$ cat config.mk
export PLATFORM = sky130hd
export DESIGN_NAME = walk_register
export DESIGN_NICKNAME = d
export VERILOG_FILES = /design/src/rtl/walk_register.sv
export SDC_FILE = /design/constraint.sdc
export NUM_CORES = 1
export LEC_CHECK = 0
export CAP_MARGIN = 20
export CORE_MARGIN = 10
export CORE_UTILIZATION = 43
export DETAILED_ROUTE_END_ITERATION = 7
export PLACE_DENSITY = 0.75
export SYNTH_ARGS = -nofsm -noshare
export SYNTH_HDL_FRONTEND = slang
export SYNTH_SLANG_ARGS = --single-unit
$ cat constraint.sdc
create_clock -name clk -period 2.35 [get_ports clk]
set_input_delay 0.235 -clock clk [delete_from_list [all_inputs] [get_ports clk]]
set_output_delay 0.235 -clock clk [all_outputs]
set_load 0.05 [all_outputs]
$ cat src/rtl/walk_register.sv
// ============================================================================
// Module      : walk_register
// Description : Pedestrian walk-request latch. Captures a synchronized
//               push-button request and holds it as WR until the controller
//               FSM clears it with WR_Reset. Also keeps request bookkeeping:
//               press count, pending age and set/served pulses.
// Revision    : 1.0 - initial release
// ----------------------------------------------------------------------------
// Parameters:
//   CNT_W     width of the saturating press counter (WR_Count)
//   AGE_W     width of the saturating pending-age counter (WR_Age)
// Ports:
//   clk       system clock, all state updates on its rising edge
//   reset     synchronous, active-high; clears all state
//   WR_Sync   walk button, already synchronized to clk
//   WR_Reset  clear request from the controller FSM (walk served)
//   WR        walk request pending (registered)
//   WR_Count  accepted set events since the last clear (saturating)
//   WR_Age    cycles WR has been continuously pending (saturating)
//   WR_Rise   one-cycle pulse after WR goes 0 -> 1
//   WR_Served one-cycle pulse after a pending request is cleared
// Configuration:
//   WALK_EDGE_DETECT_EN  defined   : a set event needs a 0 -> 1 change of
//                                    WR_Sync between consecutive samples
//                        undefined : every cycle with WR_Sync = 1 is a set
// ============================================================================
`default_nettype none

module walk_register #(
  parameter int CNT_W = 4,
  parameter int AGE_W = 16
) (
  input  logic             clk,
  input  logic             reset,
  input  logic             WR_Sync,
  input  logic             WR_Reset,
  output logic             WR,
  output logic [CNT_W-1:0] WR_Count,
  output logic [AGE_W-1:0] WR_Age,
  output logic             WR_Rise,
  output logic             WR_Served
);

  localparam logic [CNT_W-1:0] c_CNT_MAX = {CNT_W{1'b1}};
  localparam logic [CNT_W-1:0] c_CNT_ONE = {{(CNT_W-1){1'b0}}, 1'b1};
  localparam logic [AGE_W-1:0] c_AGE_MAX = {AGE_W{1'b1}};
  localparam logic [AGE_W-1:0] c_AGE_ONE = {{(AGE_W-1){1'b0}}, 1'b1};

  logic             wr_q,     wr_d;
  logic [CNT_W-1:0] cnt_q,    cnt_d;
  logic [AGE_W-1:0] age_q,    age_d;
  logic             rise_q,   rise_d;
  logic             served_q, served_d;

  logic             w_set;
  logic             w_clr;

  assign w_clr = WR_Reset;

`ifdef WALK_EDGE_DETECT_EN
  // Previous button sample; cleared by reset so a button already held on
  // the first post-reset cycle is seen as a fresh press.
  logic sync_q;

  always_ff @(posedge clk) begin
    if (reset) begin
      sync_q <= 1'b0;
    end else begin
      sync_q <= WR_Sync;
    end
  end

  assign w_set = WR_Sync & ~sync_q;
`else
  assign w_set = WR_Sync;
`endif

  // Next-state: set wins over clear so a press arriving in the same cycle
  // as the serve is kept as a new request.
  always_comb begin
    wr_d     = wr_q;
    cnt_d    = cnt_q;
    age_d    = age_q;
    rise_d   = 1'b0;
    served_d = 1'b0;

    if (w_set) begin
      wr_d = 1'b1;
      if (w_clr || !wr_q) begin
        // Fresh request (either from idle or restarted by a coincident serve)
        cnt_d = c_CNT_ONE;
        age_d = '0;
      end else begin
        cnt_d = (cnt_q == c_CNT_MAX) ? cnt_q : cnt_q + c_CNT_ONE;
        age_d = (age_q == c_AGE_MAX) ? age_q : age_q + c_AGE_ONE;
      end
    end else if (w_clr) begin
      wr_d  = 1'b0;
      cnt_d = '0;
      age_d = '0;
    end else if (wr_q) begin
      // Request still pending: only the age advances
      age_d = (age_q == c_AGE_MAX) ? age_q : age_q + c_AGE_ONE;
    end else begin
      age_d = '0;
    end

    rise_d   = wr_d & ~wr_q;
    // A clear only counts as a serve when something was pending
    served_d = w_clr & wr_q;
  end

  always_ff @(posedge clk) begin
    if (reset) begin
      wr_q     <= 1'b0;
      cnt_q    <= '0;
      age_q    <= '0;
      rise_q   <= 1'b0;
      served_q <= 1'b0;
    end else begin
      wr_q     <= wr_d;
      cnt_q    <= cnt_d;
      age_q    <= age_d;
      rise_q   <= rise_d;
      served_q <= served_d;
    end
  end

  assign WR        = wr_q;
  assign WR_Count  = cnt_q;
  assign WR_Age    = age_q;
  assign WR_Rise   = rise_q;
  assign WR_Served = served_q;

endmodule

`default_nettype wire

# After elaboration in Yosys (flattened, before gate mapping)
# Cells that the tools add are included.
# totals
ff_bits	23
input_bits	4
output_inout_bits	23
elab_cells	28
# op_classes
add_sub_neg	2
eq_ne	3
n_mux	11
n_bitwise	3
reduce_logical	4
# op_table
cell	count
$mux 16	5
$add 16x1->16 const B	1
$eq 16x16->1 const B	1
$mux 4	4
$add 4x1->4 const B	1
$eq 4x4->1 const B	1
$ne 3x3->1 const B	1
$and 1x1->1	2
$mux 1	2
$reduce_and 2->1	1
$reduce_bool 2->1	1
$logic_not 1->1	1
$logic_or 1x1->1	1
$not 1->1	1

# Depth between registers and ports, before layout
# Gate-level depths: netlist (run 1).
# logic_depth
ltp_word	5
ltp_mapped	6
ltp_nobuf	5

# Worst setup path before layout (run 1)
# Ideal clock, no wire load.
# synth_path
path_type	register to register
startpoint	reg age_q[0] (netlist: WR_Age[0])
endpoint	reg age_q[10] (netlist: WR_Age[10])
setup_time_ps	60
arrival_ps	2027
required_time_ps	2290
path_slack_ps	263
stages_incl_launch_ff	6
path_buffers	0
period_less_slack_ps	2087
path_cell_list	dfxtp_1 > ha_1 > nand4_4 > or3_1 > or4_1 > nand2_1
# synth_between
elab_chain_cells	5
elab_cells_between_ends	7
classes_between	add/sub (1); eq/ne (1); mux (5)
# synth_rtl
element	line_no	rtl
from (decl)	51	logic [AGE_W-1:0] age_q, age_d;
from (signal assigned)	123	age_q <= age_d;
$add 16x1->16 or $eq 16x16->1 (tied branches)	95, 103	
$mux 16 (*)	95, 103	
$mux 16	101	end else if (wr_q) begin
$mux 16	97	end else if (w_clr) begin
$mux 16 (*)	87	if (w_set) begin
# Mark *: on every way between the ends. The rest lies on a longest branch, timed or not.
# A chain may end at the register's enable or synchronous reset.

# Worst setup path in the final report (run 1)
# layout_path
startpoint	reg age_q[2] (netlist: WR_Age[2])
endpoint	out WR_Age[2]
# layout_rtl
element	line_no	rtl
to (decl)	39	output logic [AGE_W-1:0] WR_Age,
# No word-level cell between the ends.

==> impl_metrics.csv, run 1 <==
group,metric,value,unit
finish,drive_gt1_frac,0.07595,
cts,clk_path_buf_depth,2,
cts,path_clk_slew,0.13,ns
timing,finalCritPeriodShare,0.8193,
route,drtAntennaViolNets,0,
yosys,synth-edff-count,0,
timing,slew_headroom,0.6545,
power_and_ir_drop,comb_power_share,0.081,
place,placed_area,1416,sq um
cts,clock_latency,0.32,ns
finish,fin_nets,165,
cts,root_buffer,"clkbuf_4",
yosys,synth_top_area_share,0.4116,
power_and_ir_drop,pwr-share-clk,0.290,
route,first_pass_iters,4,
place,gp_congestion,0.7915,
worst_setup_path,cp_slowest_cell,"clkdlybuf4s50_1",
route,first_iter_violations,57,
finish,postLayoutCellArea,1444,sq um
route,dr_wl_met2,1321,um
cts,htreeDepth,1,
place,dp_hpwl,2151,um
worst_hold_path,whs_path_depth,2,
yosys,yosys_warnings,0,
route,met1_length,1202,um
worst_setup_path,end_kind,"output port",
floorplanning,design.die.area,5042,sq um
timing,skew,0.01226,ns
grt,overflow,0,
route,wl_met3,201,um
worst_setup_path,crit_type,"flop to output port",
floorplanning,start_util,0.4515,
finish,n_fill_cell,246,
yosys,synth.top_cells.by_count,"23 x dfxtp_1, 13 x nor2_1, 12 x nand2_1, 10 x a21oi_1",
yosys,synth_area_leaders,"dfxtp_1 41%, a21oi_1 4.5%, nor2_1 4.4%",
worst_setup_path,reg2reg_setup_slack,0.43,ns
power_and_ir_drop,p_leak,0.4880,nW
route,wirelength,2751,um
yosys,synth_ff_type,"dfxtp_1",
yosys,syn_inst,128,
run,cap_violations,0,
worst_setup_path,path_delay_family,"buffers and inverters",
worst_setup_path,crit_fanout,8,
yosys,synth_area_per_cell,8.739,sq um
place,place_inst,184,
timing,fmax,519.4,MHz
route,avgRoutedWirePerCell,14.63,um
timing,fin_setup_tns,0,ns
floorplanning,ios,27,
timing,rsz0062_at_grt,"false",
power_and_ir_drop,power_density,439.0,nW/um^2
grt,grt_pass1_vias,1050,
worst_setup_path,r2r_cells,6,
cts,tritoncts,"built",
yosys,synth-seq-cells,23,
yosys,synth_most_common_cell,"dfxtp_1",
timing,slew_viol_final,0,
grt,antenna_found_initial,0,
power_and_ir_drop,switchingPower,156.3,uW
worst_setup_path,arrival,1.69,ns
place,io_buffer_count,26,
yosys,ys_seq_area_frac,0.4116,
worst_hold_path,min_path_type,"flop to flop",
yosys,synth_top_area_cell,"dfxtp_1",
cts,cts_buffers,3,
power_and_ir_drop,p_int,477.6,uW
worst_setup_path,timing.rr.end,"WR_Age[4]$_SDFF_PP0_",
finish,syn_to_final_growth,29.08,%
route,top_layer,"met4",
cts,ctsResizeCount,0,
grt,globalRouteTotalUtil,0.1070,
worst_setup_path,critPathRequiredTime,2.12,ns
outcome,status,"complete, no violations",
grt,grt_pass1_wl,4671,um
route,vias,1059,
worst_setup_path,cpPeakStageDelay,0.87,ns
cts,clock-sinks,23,
finish,diodes,0,
floorplanning,die_h,71.01,um
timing,tightest_slew,0.5166,ns
power_and_ir_drop,swShare,0.2465,
floorplanning,die_x,71.01,um
cts,post_cts.repair.setup_buffers,0,
route,drc,0,
finish,instances_no_fill,188,
worst_setup_path,critPathBufInv,1,
worst_setup_path,r2r-start,"WR_Age[1]$_SDFF_PP0_",
yosys,synth_area,1119,sq um
timing,final_hold_viol_count,0,
worst_hold_path,hold_path_end,"WR_Served$_SDFF_PP0_",
worst_setup_path,critPathLaunchType,"flop",
floorplanning,core_area,2477,sq um
yosys,async_flop_share,0,
floorplanning,fp-row-count,18,
power_and_ir_drop,ir_worst_vdd,0.0003784,V
grt,grt_max_degree,14,
cts,hold_buffers,0,
timing,min_period,1.925,ns
route,avgViaCountPerCell,5.633,
worst_setup_path,crit_chain,"clkdlybuf4s50_1",
worst_hold_path,min_from,"WR$_SDFF_PP0_",
timing,setup_viol,0,
yosys,ys_types,38,
power_and_ir_drop,seq_power_share,0.629,
yosys,synth_nets,134,
-- worst reg2reg max path: stages, from the launching register on --
cell and delay (ns):
dfxtp_1 0.43, ha_1 0.29, nand4_4 0.18, nor4_4 0.48, buf_4 0.24, nor2_1 0.05
nor3_1 0.17
-- worst max-delay path by stage --
stage / startpoint / endpoint / slack (ns) / cells past startpoint
global route: WR_Age[0]$_SDFF_PP0_ / WR_Age[4]$_SDFF_PP0_ / 0.27 / 6
global placement: WR_Age[0]$_SDFF_PP0_ / WR_Age[2]$_SDFF_PP0_ / 0.50 / 6
floorplan: WR_Age[0]$_SDFF_PP0_ / WR_Age[10]$_SDFF_PP0_ / 0.26 / 5
CTS: WR_Age[2]$_SDFF_PP0_ / WR_Age[2] / 0.41 / 1
finish: WR_Age[2]$_SDFF_PP0_ / WR_Age[2] / 0.42 / 1
detailed placement: WR_Reset / WR_Age[3]$_SDFF_PP0_ / 0.44 / 5
-- cells in the final DEF (no fill, tap or decap), types with 2 or more instances in the layout --
| cell type | netlist | routed |
|---|---|---|
| a31oi_1 | 3 | 3 |
| nor4_1 | 3 | 3 |
| a21boi_0 | 2 | 2 |
| nand4_1 | 5 | 5 |
| dfxtp_1 | 23 | 23 |
| ha_1 | 2 | 2 |
| nand2_1 | 12 | 12 |
| and3_1 | 3 | 3 |
| nand3_1 | 3 | 3 |
| o211ai_1 | 2 | 2 |
| nor2b_1 | 3 | 3 |
| nor3_1 | 3 | 3 |
| o31ai_1 | 2 | 2 |
| xnor2_1 | 4 | 4 |
| buf_4 | 0 | 2 |
| or3_1 | 3 | 3 |
| a21oi_1 | 10 | 10 |
| clkdlybuf4s50_1 | 0 | 26 |
| clkbuf_4 | 0 | 3 |
| inv_1 | 3 | 3 |
| nor2_1 | 13 | 13 |
| or4_1 | 4 | 4 |
| mux2i_1 | 3 | 3 |
| o21ai_0 | 5 | 5 |
-- kinds of logic after synthesis --
group / after synthesis / share of synthesized area
simple gates: 63 / 0.3300
compound gates: 27 / 0.1465
flops: 23 / 0.4116
xor+xnor: 5 / 0.03915
buf+inv: 5 / 0.02349
mux: 3 / 0.02685
fa+ha+maj: 2 / 0.02237
-- metal layers --
layer | track usage | up-vias
met5 | 0 | -
met2 | 0.1830 | 24
li1 | - | 531
met1 | 0.1215 | 500
met4 | 0.02581 | 0
met3 | 0.04184 | 4
-- per-stage QoR --
step / hold slack, ns / setup WS (ns) / utilization / power (mW)
2_1_floorplan: 0.3066 / 0.2627 / - / 0.4373
3_3_place_gp: 0.4908 / 0.4979 / 0.5717 / 0.4583
3_5_place_dp: 0.4873 / 0.4429 / 0.5717 / 0.4592
4_1_cts: 0.5139 / 0.4130 / 0.5828 / 0.6427
5_1_grt: 0.5510 / 0.2673 / 0.5828 / 0.6604
6_report: 0.5100 / 0.4247 / 0.5828 / 0.6339
-- area by class of cell --
class	instances	area [sq um]	area share
flip-flops and latches	23	460.4	0.3189
clock inverters	1	5.005	0.003466
clock buffers	3	22.52	0.01560
repair buffers	28	275.3	0.1906
well taps	30	37.54	0.02600
multi-input cells	100	631.9	0.4376
inverters	3	11.26	0.007799
-- power groups by stage --
stage	Combinational, mW	Sequential, mW	Clock (mW)
floorplan	0.0145	0.423	0
global placement	0.0507	0.408	0
detailed placement	0.0517	0.407	0
CTS	0.0519	0.399	0.192
global route	0.0558	0.400	0.204
finish	0.0513	0.399	0.184
-- flip-flops by register name, indices dropped and copies added (netlist names) --
register	flops
WR_Age	16
WR_Count	4
WR	1
WR_Rise	1
WR_Served	1
Power figures use the tool's default switching activity.
==> run 2, diff against run 1 <==
Settings changed: PLACE_DENSITY 0.75 to 0.78.
Clock period 2.35 ns to 1.6 ns, I/O delays scaled along.
==> run 2 against run 1 <==
- cell count increased by 6.4%
- hold slack got worse by 0.020 ns
- non-clock buffer count increased by 12
- via count increased by 5.1%
- register-to-register slack got worse by 0.42 ns
- combinational power increased by 60%
- clock-buffer cell count unchanged
- first-iteration DRC count increased by 33%
- power increased by 49%
- die area unchanged
- critical path type is now flop to flop
==> impl_metrics.csv, run 2 (same netlist as run 1, synthesis figures left out) <==
group,metric,value,unit
outcome,status,"complete, no violations",
cts,root_buffer,"clkbuf_4",
worst_setup_path,crit_fanout,4,
finish,n_fill_cell,223,
route,drtAntennaViolNets,0,
place,gp_congestion,0.8853,
cts,path_clk_slew,0.13,ns
route,first_pass_iters,4,
floorplanning,fp-row-count,18,
grt,antenna_found_initial,0,
finish,regArea,489.2,sq um
grt,grt_max_degree,14,
worst_setup_path,cp_slowest_cell,"or4_4",
cts,tritoncts,"built",
place,dp_hpwl,2221,um
worst_setup_path,critPathLaunchType,"flop",
timing,slew_viol_final,0,
route,wirelength,2973,um
timing,min_period,1.589,ns
power_and_ir_drop,swShare,0.2571,
finish,instances_no_fill,200,
finish,finalCoreUtilization,0.6187,
floorplanning,die_x,71.01,um
grt,overflow,0,
grt,grt_pass1_wl,4712,um
finish,diodes,0,
finish,syn_to_final_growth,37.02,%
cts,clock_latency,0.32,ns
worst_setup_path,end_kind,"flop",
floorplanning,core_area,2477,sq um
cts,clk_path_buf_depth,2,
worst_setup_path,crit_type,"flop to flop",
floorplanning,design.die.area,5042,sq um
route,first_iter_violations,76,
route,vias,1113,
finish,final_common_cell,"buf_4",
timing,fmax,629.4,MHz
power_and_ir_drop,pwr-share-clk,0.297,
cts,cts_buffers,3,
finish,fin_nets,177,
worst_setup_path,crit_chain,"ha_4, nand4_4, or3_1, or4_4, nand2_1",
cts,htreeDepth,1,
cts,clock-sinks,23,
worst_hold_path,min_path_type,"flop to flop",
floorplanning,start_util,0.4515,
power_and_ir_drop,p_leak,0.6025,nW
timing,rsz0062_at_grt,"true",
floorplanning,die_h,71.01,um
place,io_buffer_count,26,
timing,tightest_slew,0.3611,ns
finish,largest_register_ffs,16,
power_and_ir_drop,power_density,615.5,nW/um^2
place,place_inst,192,
power_and_ir_drop,switchingPower,242.6,uW
route,avgViaCountPerCell,5.565,
timing,setup_viol,0,
run,cap_violations,0,
timing,skew,0.004494,ns
timing,final_hold_viol_count,0,
power_and_ir_drop,p_int,700.9,uW
grt,globalRouteTotalUtil,0.1087,
finish,multiInputGateArea,655.6,sq um
power_and_ir_drop,totalPowerFinal,943.4,uW
timing,slew_headroom,0.7588,
timing,fin_hold_ws,0.4904,ns
cts,hold_buffers,0,
worst_setup_path,critPathRequiredTime,1.87,ns
route,avgRoutedWirePerCell,14.87,um
worst_setup_path,cpPeakStageDelay,0.42,ns
timing,finalCritPeriodShare,0.9930,
power_and_ir_drop,seq_power_share,0.616,
timing,fin_setup_tns,0,ns
floorplanning,ios,27,
route,drc,0,
power_and_ir_drop,ir_worst_vdd,0.0005591,V
finish,final_cell_mix,"36 x buf_4, 14 x dfxtp_2, 13 x nor2_1, 12 x nand2_1, 9 x a21oi_1",
grt,grt_pass1_vias,1086,
finish,drive_gt1_frac,0.4000,
worst_setup_path,reg2reg_setup_slack,0.01,ns
power_and_ir_drop,comb_power_share,0.087,
worst_setup_path,arrival,1.85,ns
## run 2: cell count changes in the layout (fill, tap and decap cells not counted), sizes merged
cell / before / now
buf: 2 / 37
clkdlybuf4s50: 26 / 3
## run 2: per-layer routing
layer | track usage | wire [um] | vias to the layer above
li1 | - | - | 555
met1 | 0.1161 | 1215 | 527
met2 | 0.1889 | 1539 | 25
met3 | 0.04742 | 174 | 6
met4 | 0.03226 | 44 | 0
met5 | 0 | 0 | -
## run 2: what timing repair did
| item | in CTS | in global routing |
|---|---|---|
| endpoints found under the setup margin | 0 | 10 |
| gates resized for setup | 0 | 6 |
| setup buffers | 0 | 4 |
## run 2: final cells by class
type / instances / share of cell area
Timing Repair Buffer: 40 / 0.2033
Sequential cell: 23 / 0.3192
Clock buffer: 3 / 0.01469
Multi-Input combinational cell: 100 / 0.4278
Tap cell: 30 / 0.02449
Clock inverter: 1 / 0.003265
Inverter: 3 / 0.007347
## run 2: per-stage QoR
| stage | area (sq um) | worst slack (ns) |
|---|---|---|
| final | 1533 | 0.01121 |
| after global routing | 1533 | -0.03138 |
| after CTS | 1488 | 0.007272 |
| after detailed placement | 1460 | -0.07039 |
| after global placement | 1460 | -0.009743 |
| after floorplan | 1160 | -0.06950 |
## run 2: critical path, delay by kind of cell (launching register included)
family | cells | cell delay, ns
flops | 1 | 0.39
fa+ha+maj | 1 | 0.16
simple gates | 4 | 0.99
## run 2: worst paths after layout
check	cells after the start	endpoint	startpoint
worst min-delay path	2	WR_Served$_SDFF_PP0_	WR$_SDFF_PP0_
worst max-delay path	5	WR_Age[10]$_SDFF_PP0_	WR_Age[1]$_SDFF_PP0_
worst max register to register	5	WR_Age[10]$_SDFF_PP0_	WR_Age[1]$_SDFF_PP0_
worst min register to register	2	WR_Served$_SDFF_PP0_	WR$_SDFF_PP0_
## run 2: power groups by stage
stage | registers, mW | logic, mW | clock network (mW)
after detailed placement | 0.594 | 0.0812 | 0
after CTS | 0.581 | 0.0816 | 0.283
after global placement | 0.594 | 0.0791 | 0
after floorplan | 0.617 | 0.0215 | 0
after global routing | 0.583 | 0.0882 | 0.309
final | 0.581 | 0.0821 | 0.280
==> run 3, diff against run 2 <==
==> constraint.sdc (replaced) <==
create_clock -name clk -period 1.6 [get_ports clk]
set_input_delay 0.24 -clock clk [delete_from_list [all_inputs] [get_ports clk]]
set_output_delay 0.24 -clock clk [all_outputs]
set_load 0.05 [all_outputs]
==> run 3 against run 2 <==
- hold slack worse by 0.0043 ns
- critical endpoint unchanged
- critical path type unchanged
- register-to-register slack hardly changed
- largest cell class unchanged
- first-iteration DRC count is 7.9% higher
- largest power group unchanged
- clock-buffer cell count is 1 higher
- clock power is 3% lower
- cell area is 1.3% higher
- flip-flop and latch count stayed put
- highest routed layer unchanged
- critical path depth stayed put
- die area stayed put
==> impl_metrics.csv, run 3 (same netlist as run 1, synthesis figures left out) <==
group,metric,value,unit
worst_setup_path,startpoint,"WR_Age[1]$_SDFF_PP0_",
floorplanning,core_area,2477,sq um
cts,cts_buffers,3,
cts,hold_buffers,0,
route,wirelength,2965,um
route,avgViaCountPerCell,5.706,
floorplanning,design.die.area,5042,sq um
grt,globalRouteTotalUtil,0.1111,
finish,diodes,0,
power_and_ir_drop,ir_worst_vdd,0.0004359,V
grt,grt_pass1_wl,4871,um
cts,root_buffer,"clkbuf_4",
timing,skew,0.004538,ns
floorplanning,die_h,71.01,um
route,vias,1147,
timing,tightest_slew,0.3332,ns
floorplanning,ios,27,
worst_setup_path,critPathRequiredTime,1.86,ns
timing,fin_setup_tns,0,ns
finish,multiInputGateArea,669.4,sq um
timing,slew_headroom,0.7750,
route,avgRoutedWirePerCell,14.75,um
power_and_ir_drop,p_int,703.1,uW
route,first_pass_iters,4,
grt,overflow,0,
finish,largest_register_ffs,16,
worst_setup_path,arrival,1.84,ns
worst_hold_path,whs_path_depth,1,
finish,final_common_cell,"buf_4",
place,place_ws,-0.1524,ns
power_and_ir_drop,pwr-share-clk,0.291,
power_and_ir_drop,p_leak,0.6051,nW
power_and_ir_drop,comb_power_share,0.088,
timing,min_period,1.584,ns
worst_setup_path,timing.rr.end,"WR_Age[10]$_SDFF_PP0_",
timing,final_hold_viol_count,0,
timing,rsz0062_at_grt,"true",
cts,tritoncts,"built",
finish,final_cell_mix,"36 x buf_4, 13 x dfxtp_2, 13 x nor2_1, 12 x nand2_1, 9 x a21oi_1",
run,cap_violations,0,
floorplanning,die_x,71.01,um
timing,setup_slack,0.01619,ns
worst_setup_path,reg2reg_setup_slack,0.02,ns
timing,fin_hold_ws,0.4861,ns
power_and_ir_drop,seq_power_share,0.621,
worst_setup_path,r2r-start,"WR_Age[1]$_SDFF_PP0_",
route,drtAntennaViolNets,0,
route,drc,0,
worst_setup_path,crit_fanout,4,
power_and_ir_drop,power_density,601.3,nW/um^2
worst_setup_path,end_kind,"flop",
power_and_ir_drop,switchingPower,230.6,uW
worst_setup_path,critPathLaunchType,"flop",
timing,fmax,631.4,MHz
floorplanning,fp-row-count,18,
timing,finalCritPeriodShare,0.9899,
finish,regArea,491.7,sq um
place,gp_congestion,0.8839,
worst_hold_path,min_path_type,"flop to flop",
finish,fin_nets,178,
finish,n_fill_cell,217,
cts,clock_latency,0.31,ns
outcome,status,"complete, no violations",
grt,grt_max_degree,13,
grt,grt_pass1_vias,1077,
grt,antenna_found_initial,0,
place,io_buffer_count,26,
finish,drive_gt1_frac,0.4094,
cts,clock-sinks,23,
cts,path_clk_slew,0.13,ns
worst_setup_path,r2r_cells,5,
worst_setup_path,cp-endpoint,"WR_Age[10]$_SDFF_PP0_",
timing,setup_viol,0,
timing,slew_viol_final,0,
floorplanning,start_util,0.4515,
worst_setup_path,crit_type,"flop to flop",
power_and_ir_drop,swShare,0.2469,
finish,syn_to_final_growth,38.81,%
cts,htreeDepth,1,
place,dp_hpwl,2233,um
route,first_iter_violations,82,
cts,clk_path_buf_depth,2,
## run 3: cell count changes in the layout (fill, tap and decap cells not counted), sizes merged
cell / previous run / this run
buf: 37 / 38
clkbuf: 3 / 4
clkinv: 1 / 0
## run 3: how the worst min path moves through the flow
stage | end | slack [ns] | from
4_1_cts | WR_Served$_SDFF_PP0_ | 0.48 | WR$_SDFF_PP0_
6_report | WR_Age[8]$_SDFF_PP0_ | 0.49 | WR_Age[8]$_SDFF_PP0_
3_5_place_dp | WR_Served$_SDFF_PP0_ | 0.46 | WR$_SDFF_PP0_
3_3_place_gp | WR_Served$_SDFF_PP0_ | 0.46 | WR$_SDFF_PP0_
5_1_grt | WR_Age[8]$_SDFF_PP0_ | 0.49 | WR_Age[8]$_SDFF_PP0_
2_1_floorplan | WR$_SDFF_PP0_ | 0.30 | reset
## run 3: metal layers
layer | share of wire | vias up | routed length [um] | track usage
met4 | 0.010 | 0 | 31 | 0.03441
met5 | 0 | - | 0 | 0
met2 | 0.53 | 38 | 1562 | 0.1968
met3 | 0.064 | 6 | 189 | 0.03208
li1 | - | 559 | - | -
met1 | 0.40 | 544 | 1182 | 0.1243
## run 3: what timing repair did
action                     in CTS  in global routing
gates cloned                    0                  1
buffers inserted                1                  2
gates resized for setup         1                  6
setup endpoints to repair       1                  6
pin swaps                       0                  4
## run 3: final cells by class
cell class / count / share of cell area
repair buffers: 41 / 0.2039
multi-input cells: 100 / 0.4311
flip-flops and latches: 23 / 0.3167
well taps: 30 / 0.02417
clock buffers: 4 / 0.01692
inverters: 3 / 0.007252
## run 3: critical path, cell delays in order (launching register included)
cell	delay (ns)
dfxtp_4	0.38
ha_4	0.16
nand4_4	0.13
or3_4	0.36
or4_1	0.42
nand2_1	0.09
## run 3: power groups by stage
stage	Combinational, mW	Clock (mW)	Sequential, mW
2_1_floorplan	0.0215	0	0.617
3_5_place_dp	0.0817	0	0.594
4_1_cts	0.0824	0.279	0.581
5_1_grt	0.0891	0.302	0.581
3_3_place_gp	0.0801	0	0.594
6_report	0.0822	0.272	0.580
## run 3: stage by stage
| stage | util | cell area [sq um] | power (mW) | instances |
|---|---|---|---|---|
| floorplan | - | 1160 | 0.6386 | 128 |
| global placement | 0.5924 | 1468 | 0.6738 | 193 |
| detailed placement | 0.5924 | 1468 | 0.6759 | 193 |
| CTS | 0.6081 | 1506 | 0.9422 | 198 |
| global route | 0.6268 | 1553 | 0.9725 | 201 |
| finish | 0.6268 | 1553 | 0.9337 | 201 |
